**src/rtl/bcd_pkg.sv**
```systemverilog
// Shared BCD definitions: digit width, display codes and the converter FSM encoding.
package bcd_pkg;

  localparam int BCD_WIDTH = 4;

  localparam logic [BCD_WIDTH-1:0] DIGIT_MINUS = 4'hA;
  localparam logic [BCD_WIDTH-1:0] DIGIT_BLANK = 4'hB;

  typedef enum logic [1:0] {
    IDLE  = 2'd0,
    SHIFT = 2'd1,
    BLANK = 2'd2,
    DONE  = 2'd3
  } state_e;

  // Sign position code for a display: minus when negative, blank otherwise.
  function automatic logic [BCD_WIDTH-1:0] sign_digit(input logic neg);
    return neg ? DIGIT_MINUS : DIGIT_BLANK;
  endfunction

endpackage

```
**src/rtl/bin_to_bcd_seq_converter_if.sv**
```systemverilog
// Request/result bundle between a value source and bin_to_bcd_seq_converter.
interface bin_to_bcd_seq_converter_if #(
  parameter int SEQ_LEN = 20,
  parameter int DIGITS  = 6
) ();
  import bcd_pkg::*;

  // start is a request sampled only while the converter is IDLE (no queuing);
  // done is a one-cycle completion pulse and bcd_out/neg_out change only with it.
  logic                          start;
  logic [SEQ_LEN-1:0]            bin_in;
  logic                          busy;
  logic                          done;
  logic [DIGITS*BCD_WIDTH-1:0]   bcd_out;
  logic                          neg_out;
  state_e                        state_dbg;

  modport master (
    output start, bin_in,
    input  busy, done, bcd_out, neg_out, state_dbg
  );

  modport slave (
    input  start, bin_in,
    output busy, done, bcd_out, neg_out, state_dbg
  );

endinterface

```
**src/rtl/bin_to_bcd_seq_converter_add3_column.sv**
```systemverilog
// One double-dabble correction column: a digit of 5 or more gets +3 before the shift.
module bcd_add3_column
  import bcd_pkg::*;
(
  input  logic [BCD_WIDTH-1:0] digit_i,
  output logic [BCD_WIDTH-1:0] digit_o
);

  always_comb begin
    digit_o = (digit_i >= 4'd5) ? digit_i + 4'd3 : digit_i;
  end

endmodule

```
**src/rtl/bin_to_bcd_seq_converter.sv**
```systemverilog
// Sequential signed binary-to-BCD converter, one double-dabble shift per clock.
// Optional leading-zero blanking pass enabled by defining LEADING_ZERO_BLANK_EN.
module bin_to_bcd_seq_converter
  import bcd_pkg::*;
#(
  parameter int SEQ_LEN = 20,
  parameter int DIGITS  = 6
) (
  input  logic                       clk,
  input  logic                       rst,
  bin_to_bcd_seq_converter_if.slave  bus
);

  localparam int ACC_W = DIGITS * BCD_WIDTH;
  localparam int CNT_W = $clog2(SEQ_LEN + 1);

  localparam longint unsigned DEC_RANGE = 64'd10 ** DIGITS;
  localparam longint unsigned BIN_RANGE = 64'd1 << (SEQ_LEN - 1);

  generate
    if (DEC_RANGE <= BIN_RANGE) begin : g_range_check
      $error("DIGITS too small to hold the magnitude of a SEQ_LEN-bit signed value");
    end
  endgenerate

  state_e             state_q, state_d;
  logic [SEQ_LEN-1:0] mag_q,   mag_d;
  logic [ACC_W-1:0]   acc_q,   acc_d;
  logic [CNT_W-1:0]   cnt_q,   cnt_d;
  logic               sign_q,  sign_d;
  logic               busy_q,  busy_d;
  logic               done_q,  done_d;
  logic [ACC_W-1:0]   bcd_q,   bcd_d;
  logic               neg_q,   neg_d;

  logic [ACC_W-1:0]   acc_adj;

  for (genvar g = 0; g < DIGITS; g++) begin : g_col
    bcd_add3_column u_col (
      .digit_i (acc_q[g*BCD_WIDTH +: BCD_WIDTH]),
      .digit_o (acc_adj[g*BCD_WIDTH +: BCD_WIDTH])
    );
  end

`ifdef LEADING_ZERO_BLANK_EN
  logic [ACC_W-1:0] acc_blank;
  logic             leading;

  // Digit 0 is never blanked so a zero value still shows "0".
  always_comb begin
    acc_blank = acc_q;
    leading   = 1'b1;
    for (int i = DIGITS - 1; i >= 1; i--) begin
      if (leading && (acc_q[i*BCD_WIDTH +: BCD_WIDTH] == '0)) begin
        acc_blank[i*BCD_WIDTH +: BCD_WIDTH] = DIGIT_BLANK;
      end else begin
        leading = 1'b0;
      end
    end
  end
`endif

  always_comb begin
    state_d = state_q;
    mag_d   = mag_q;
    acc_d   = acc_q;
    cnt_d   = cnt_q;
    sign_d  = sign_q;
    done_d  = 1'b0;
    bcd_d   = bcd_q;
    neg_d   = neg_q;

    case (state_q)
      IDLE: begin
        if (bus.start) begin
          state_d = SHIFT;
          // The most negative input negates to itself, which is its correct unsigned magnitude.
          mag_d   = bus.bin_in[SEQ_LEN-1] ? (~bus.bin_in + SEQ_LEN'(1)) : bus.bin_in;
          sign_d  = bus.bin_in[SEQ_LEN-1];
          acc_d   = '0;
          cnt_d   = '0;
        end
      end
      SHIFT: begin
        {acc_d, mag_d} = {acc_adj, mag_q} << 1;
        cnt_d          = cnt_q + CNT_W'(1);
        if (cnt_q == CNT_W'(SEQ_LEN - 1)) begin
`ifdef LEADING_ZERO_BLANK_EN
          state_d = BLANK;
`else
          state_d = DONE;
`endif
        end
      end
      BLANK: begin
`ifdef LEADING_ZERO_BLANK_EN
        acc_d   = acc_blank;
        state_d = DONE;
`else
        state_d = IDLE;
`endif
      end
      DONE: begin
        done_d  = 1'b1;
        bcd_d   = acc_q;
        neg_d   = sign_q;
        state_d = IDLE;
      end
      default: state_d = IDLE;
    endcase

    busy_d = (state_d == SHIFT) || (state_d == BLANK);
  end

  always_ff @(posedge clk) begin
    if (rst) begin
      state_q <= IDLE;
      mag_q   <= '0;
      acc_q   <= '0;
      cnt_q   <= '0;
      sign_q  <= 1'b0;
      busy_q  <= 1'b0;
      done_q  <= 1'b0;
      bcd_q   <= '0;
      neg_q   <= 1'b0;
    end else begin
      state_q <= state_d;
      mag_q   <= mag_d;
      acc_q   <= acc_d;
      cnt_q   <= cnt_d;
      sign_q  <= sign_d;
      busy_q  <= busy_d;
      done_q  <= done_d;
      bcd_q   <= bcd_d;
      neg_q   <= neg_d;
    end
  end

  assign bus.busy      = busy_q;
  assign bus.done      = done_q;
  assign bus.bcd_out   = bcd_q;
  assign bus.neg_out   = neg_q;
  assign bus.state_dbg = state_q;

endmodule

```
**src/flat_wrapper.sv**
```systemverilog
// flat-port wrapper written by rule: the top's interface ports become plain ports
module bin_to_bcd_seq_converter_flat import bcd_pkg::*;
#(
  parameter int SEQ_LEN = 20,
  parameter int DIGITS  = 6
)
  (clk, rst, bus_start, bus_bin_in, bus_busy, bus_done, bus_bcd_out, bus_neg_out, bus_state_dbg);
  bin_to_bcd_seq_converter_if #(.SEQ_LEN(SEQ_LEN), .DIGITS(DIGITS)) bus_i ();
  input  logic clk;
  input  logic rst;
  input wire logic [$bits(bus_i.start)-1:0] bus_start;
  input wire logic [$bits(bus_i.bin_in)-1:0] bus_bin_in;
  output wire logic [$bits(bus_i.busy)-1:0] bus_busy;
  output wire logic [$bits(bus_i.done)-1:0] bus_done;
  output wire logic [$bits(bus_i.bcd_out)-1:0] bus_bcd_out;
  output wire logic [$bits(bus_i.neg_out)-1:0] bus_neg_out;
  output wire logic [$bits(bus_i.state_dbg)-1:0] bus_state_dbg;
  assign bus_i.start = bus_start;
  assign bus_i.bin_in = bus_bin_in;
  assign bus_busy = bus_i.busy;
  assign bus_done = bus_i.done;
  assign bus_bcd_out = bus_i.bcd_out;
  assign bus_neg_out = bus_i.neg_out;
  assign bus_state_dbg = bus_i.state_dbg;
  bin_to_bcd_seq_converter #(.SEQ_LEN(SEQ_LEN), .DIGITS(DIGITS)) u_core (.clk(clk), .rst(rst), .bus(bus_i));
endmodule
```
**config.mk**
```make
export PLATFORM = sky130hd
export DESIGN_NAME = bin_to_bcd_seq_converter_flat
export DESIGN_NICKNAME = d
export VERILOG_FILES = /design/src/rtl/bcd_pkg.sv /design/src/rtl/bin_to_bcd_seq_converter_if.sv /design/src/rtl/bin_to_bcd_seq_converter_add3_column.sv /design/src/rtl/bin_to_bcd_seq_converter.sv /design/src/flat_wrapper.sv
export SDC_FILE = /design/constraint.sdc
export NUM_CORES = 1
export LEC_CHECK = 0
export ABC_CLOCK_PERIOD_IN_PS = 2100
export CORE_ASPECT_RATIO = 2
export CORE_MARGIN = 10
export CORE_UTILIZATION = 35
export DETAILED_ROUTE_END_ITERATION = 12
export GPL_ROUTABILITY_DRIVEN = 0
export GPL_TIMING_DRIVEN = 0
export HOLD_SLACK_MARGIN = 0.15
export PLACE_DENSITY_LB_ADDON = 0.05
export REMOVE_ABC_BUFFERS = 1
export SETUP_SLACK_MARGIN = 0.1
export SYNTH_ARGS = -nofsm -noshare
export SYNTH_HDL_FRONTEND = slang
export SYNTH_SLANG_ARGS = --single-unit
```
**constraint.sdc**
```tcl
create_clock -name clk -period 2.1 [get_ports clk]
set_input_delay 0.42 -clock clk [delete_from_list [all_inputs] [get_ports clk]]
set_output_delay 0.42 -clock clk [all_outputs]
set_load 0.01 [all_outputs]
```
-- Word-level counts from Yosys, hierarchy flattened
Index checks and enable logic that the tools add are counted.
- add/sub/neg operators: 8
- magnitude comparators: 6
- eq/ne operators: 7
- multiplexer cells: 17
- bitwise operators: 1
- reductions and logical operators: 6
- operators with widths (cell ; count):
    $pmux W24 S2 ; 1
    $mux W20 ; 2
    $pmux W20 S2 ; 1
    $ge A4 B3 Y1 const B ; 6
    $mux W24 ; 1
    $add A20 B1 Y20 const B ; 1
    $add A4 B2 Y4 const B ; 5
    $mux W4 ; 5
    $not A20 Y20 ; 1
    $pmux W5 S2 ; 1
    $eq A2 B2 Y1 const B ; 3
    $pmux W2 S3 ; 1
    $add A5 B1 Y5 const B ; 1
    $eq A5 B5 Y1 const B ; 1
    $mux W5 ; 1
    $eq A2 B1 Y1 const B ; 2
    $mux W2 ; 2
    $reduce_and A2 Y1 ; 2
    $add A3 B2 Y3 const B ; 1
    $mux W3 ; 1
    $logic_not A2 Y1 ; 1
    $ne A2 B2 Y1 const B ; 1
    $reduce_bool A2 Y1 ; 1
    $reduce_or A2 Y1 ; 1
    2 further kinds ; 2
- flip-flop bits (word level): 79
- output and inout bits: 29
- logic and storage cells: 54

-- Longest topological paths before layout
- word-level depth: 5
- depth in mapped cells: 7

-- Modules after synthesis
Synthesis repeated with hierarchy kept, for this count alone.
- cells, all modules: 486
- area, all modules: 3993.8 um^2
- by module, submodules not included (module ; times used ; cells an instance ; area each (um^2)):
    bin_to_bcd_seq_converter ; 1 ; 390 ; 3385.7
    bcd_add3_column ; 6 ; 16 ; 101.3

-- Least setup slack after synthesis
Ideal clock, no wire load.
- path kind: input-to-reg
- from: input bus_bin_in[0]
- to: register u_core.mag_q[18]
- setup time: 112 ps
- arrival time: 1725 ps
- required time: 1988 ps
- path slack: 263 ps
- stages on the path: 7
- buffers on the path: 0
- path through: inv_1 ha_1 nor3b_1 nand3_2 o31ai_2 xor2_1 a2111oi_1
- word-level cells in the longest chain between the ends: 5
- ends and longest elaborated chain (what ; line ; RTL):
    start: declaration ; flat_wrapper.sv:12 ; input wire logic [$bits(bus_i.bin_in)-1:0] bus_bin_in;
    $not A20 Y20 ; bin_to_bcd_seq_converter.sv:78 ; mag_d = bus.bin_in[SEQ_LEN-1] ? (~bus.bin_in + SEQ_LEN'(1)) : bus.bin_in;
    $add A20 B1 Y20 ; bin_to_bcd_seq_converter.sv:78 ;
    $mux W20 ; bin_to_bcd_seq_converter.sv:78 ;
    $mux W20 ; bin_to_bcd_seq_converter.sv:75 ; if (bus.start) begin
    $pmux W20 S2 ; bin_to_bcd_seq_converter.sv:73 ; case (state_q)
    end signal: assignment ; bin_to_bcd_seq_converter.sv:128 ; mag_q <= mag_d;
    end: declaration ; bin_to_bcd_seq_converter.sv:27 ; logic [SEQ_LEN-1:0] mag_q, mag_d;
Every way passes these cells. The select of a mux whose other input is x is not followed.
A chain may end at the register's enable or synchronous reset.

-- Final worst setup path
Same ends and word-level chain as after synthesis.

==> impl_metrics.ini <==
[sta]
fin_crit_sh = 0.900
hold_slack_ns = 0.450
min_period_ns = 1.89
fmax_ghz = 0.529
finClkSkew_ns = 0.00525
final-hold-violation-count = 0
relSlewSlack = 0.419
setup_viol = 0
drv_slew = 0
worst_slew_pin_slew_ns = 0.871
rsz0062_at_grt = yes

[logic_synthesis]
ys_seq_elements = 79
synth_top_area_share = 0.434
synth_cells = 419
syn-cell-area_um2 = 3650
yosys.area.top_type = dfxtp_1
async_reset_ff_frac = 0
yosysSeqAreaShare = 0.434
ys.flop_type = dfxtp_1
synthTopCellsByArea = dfxtp_1, nand2_1, a21oi_1, ha_1, xor2_1
synth_cell_types = 47
yosysWarnings = 0
avgSynthCellArea_um2 = 8.70
synth_edf_count = 0

[power]
p_int_mw = 2.64
total_power_mw = 3.42
p_switching_mw = 0.781
p_sw_frac = 0.228
seqPwrFrac = 0.459
vdd_ir_drop_max_v = 0.000424
comb_power_share = 0.077
pwr-share-clk = 0.463
p_leak_nw = 1.65
power_density_nw_per_um2 = 734

[hold_path]
whs_path_depth = 2
hold_path.class = reg2reg
worstHoldStart = u_core.mag_q[3]
min_to = u_core.mag_q[3]

[clock_tree]
h-tree-depth = 3
clk_root_buffer_cell = clkbuf_16
clock_path_buffers = 2
cts-buffers-inserted = 9
clk_latency_ns = 0.33
cts_tree = done
clock-sinks = 79
path_clk_slew_ns = 0.06

[flow_run]
drv_cap = 0

[placement]
dpl.hpwl_um = 6450
io_buffer_count = 51
dp_cells = 582

[layout]
layoutNonFillerInstCount = 600
syn_to_final_growth_pct = 27.7
n_antenna_cell = 0
fin_nets = 497
drive_above_1_share = 0.0925
fin_util = 0.459
num-fill-cells = 1070

[setup_path]
critical-path-max-stage-delay_ns = 0.37
r2r_slack_ns = 0.37
endpoint_kind = flip-flop
critPathLaunchType = primary input
cp_cell_sequence = dlygate4sd2_1 -> inv_1 -> ha_2 -> nor3b_4 -> nand3_4 -> o31ai_4 -> xor2_1 -> a2111oi_1
r2r.worst_path.cells = 4
setup.worst_path.class = in2reg
critPathMaxFanout = 5
crit_required_ns = 2.31
cp_slowest_cell = a2111oi_1
r2r-start = u_core.bus.state_dbg[0]
timing.rr.end = u_core.acc_q[23]
arrival_ns = 2.10

[route]
routedWlPerCell_um = 14.7
drt_iter0_markers = 119
vias = 3073
dr.pass1.iters = 4
route.detailed.drc = 0
viasPerCell = 5.12
wirelength_um = 8830
postRouteAntennaNets = 0

[grt]
antenna_found_initial = 0
grtUsageTotal = 0.119
grt_max_degree = 42
overflow = 0
first_global_vias = 3157
grt_pass1_wl_um = 14700

[floorplanning]
io_pins = 52
fp.dieArea_um2 = 15100
start_util = 0.359
rows = 52
core_um2 = 10100
chipHeight_um = 164
fp.dieW_um = 92.2

[outcome]
outcome = completed
==> per-layer routing <==
layer | vias up | share of wire | global-route usage
met5 | - | 0 | 0
met4 | 0 | 0.015 | 0.0529
met3 | 8 | 0.036 | 0.0279
met2 | 58 | 0.57 | 0.239
met1 | 1444 | 0.37 | 0.108
li1 | 1563 | - | -
==> synth_stat cells (9+ instances only) <==
cell / number
buf_2: 13
nand2_1: 69
dfxtp_1: 79
clkbuf_1: 11
nand2b_1: 9
o21ai_0: 13
nor2_1: 22
a21oi_1: 35
xor2_1: 17
o31ai_1: 9
a22o_1: 9
o21ai_1: 19
inv_1: 18
xnor2_1: 10
a22oi_1: 11
ha_1: 14
==> cell families (layout without fill, tap and decap cells) <==
logic type      count (synthesis)  in the layout  synth area share
fa+ha+maj                      14             14            0.0480
mux                             3              3           0.00858
compound gates                133            133             0.248
xor+xnor                       27             27            0.0649
flops                          79             79             0.434
buf+inv                        43             89            0.0487
simple gates                  120            120             0.148
==> sequential cells by signal, indices dropped and copies added (netlist names) <==
register,cells
u_core.sign_q,1
u_core.cnt_q,5
u_core.mag_q,20
u_core.bus.state_dbg,2
u_core.bus.done,1
u_core.bus.neg_out,1
u_core.bus.busy,1
u_core.bus.bcd_out,24
u_core.acc_q,24
==> cell type report <==
cell class / count / area (um2) / share of cell area
clock inverters: 5 / 56.3 / 0.0121
well taps: 135 / 169 / 0.0363
flip-flops and latches: 79 / 1580 / 0.340
clock buffers: 11 / 253 / 0.0543
multi-input cells: 297 / 1970 / 0.423
repair buffers: 55 / 559 / 0.120
inverters: 18 / 67.6 / 0.0145
==> stage by stage <==
stage	setup slack, ns	area (um2)	TNS [ns]
floorplan	0.147	3540	0
global placement	-2.09	4220	-72.72
detailed placement	-0.662	4250	-8.30
CTS	0.0289	4590	0
global route	0.0756	4650	0
finish	0.210	4650	0
==> what timing repair did <==
| item | in CTS | in global routing |
|---|---|---|
| setup buffers | 0 | 2 |
| resized for setup | 10 | 14 |
| setup endpoints to repair | 26 | 26 |
| pin swaps | 1 | 5 |
| hold buffers | 0 | 0 |
| hold endpoints to repair | 0 | 0 |
==> how the worst max path moves through the flow <==
stage	start	endpoint	slack [ns]	cells past startpoint
2_1_floorplan	u_core.bus.state_dbg[1]	u_core.mag_q[18]	0.15	4
3_3_place_gp	rst	u_core.mag_q[18]	-2.09	4
3_5_place_dp	bus_bin_in[0]	u_core.mag_q[18]	-0.66	8
4_1_cts	bus_bin_in[6]	u_core.mag_q[18]	0.03	6
5_1_grt	bus_bin_in[12]	u_core.mag_q[18]	0.08	6
6_report	bus_bin_in[0]	u_core.mag_q[18]	0.21	8
==> power groups by stage <==
stage          Combinational, mW  Sequential, mW  Clock, mW
2_1_floorplan              0.131            1.59          0
3_3_place_gp               0.252            1.60          0
3_5_place_dp               0.260            1.60          0
4_1_cts                    0.264            1.57       1.64
5_1_grt                    0.295            1.57       1.69
6_report                   0.265            1.57       1.58
==> layout by cell type, fill, tap and decap left out, types with 11 or more instances in the layout <==
master	Yosys	final
dfxtp_1	79	79
a21oi_1	35	35
a22oi_1	11	11
o21ai_0	13	13
clkdlybuf4s50_1	0	42
inv_1	18	18
nor2_1	22	19
nand2_1	69	69
o21ai_1	19	19
ha_1	14	13
xor2_1	17	17
==> worst max-delay path, delay by kind of cell <==
family                   cells  cell delay [ns]
AO/OA/AOI/OAI                2             0.61
XOR/XNOR                     1             0.09
adder cells (fa/ha/maj)      1             0.19
buffers and inverters        2             0.38
AND/OR/NAND/NOR              2             0.39
(Power assumes the default switching activity.)
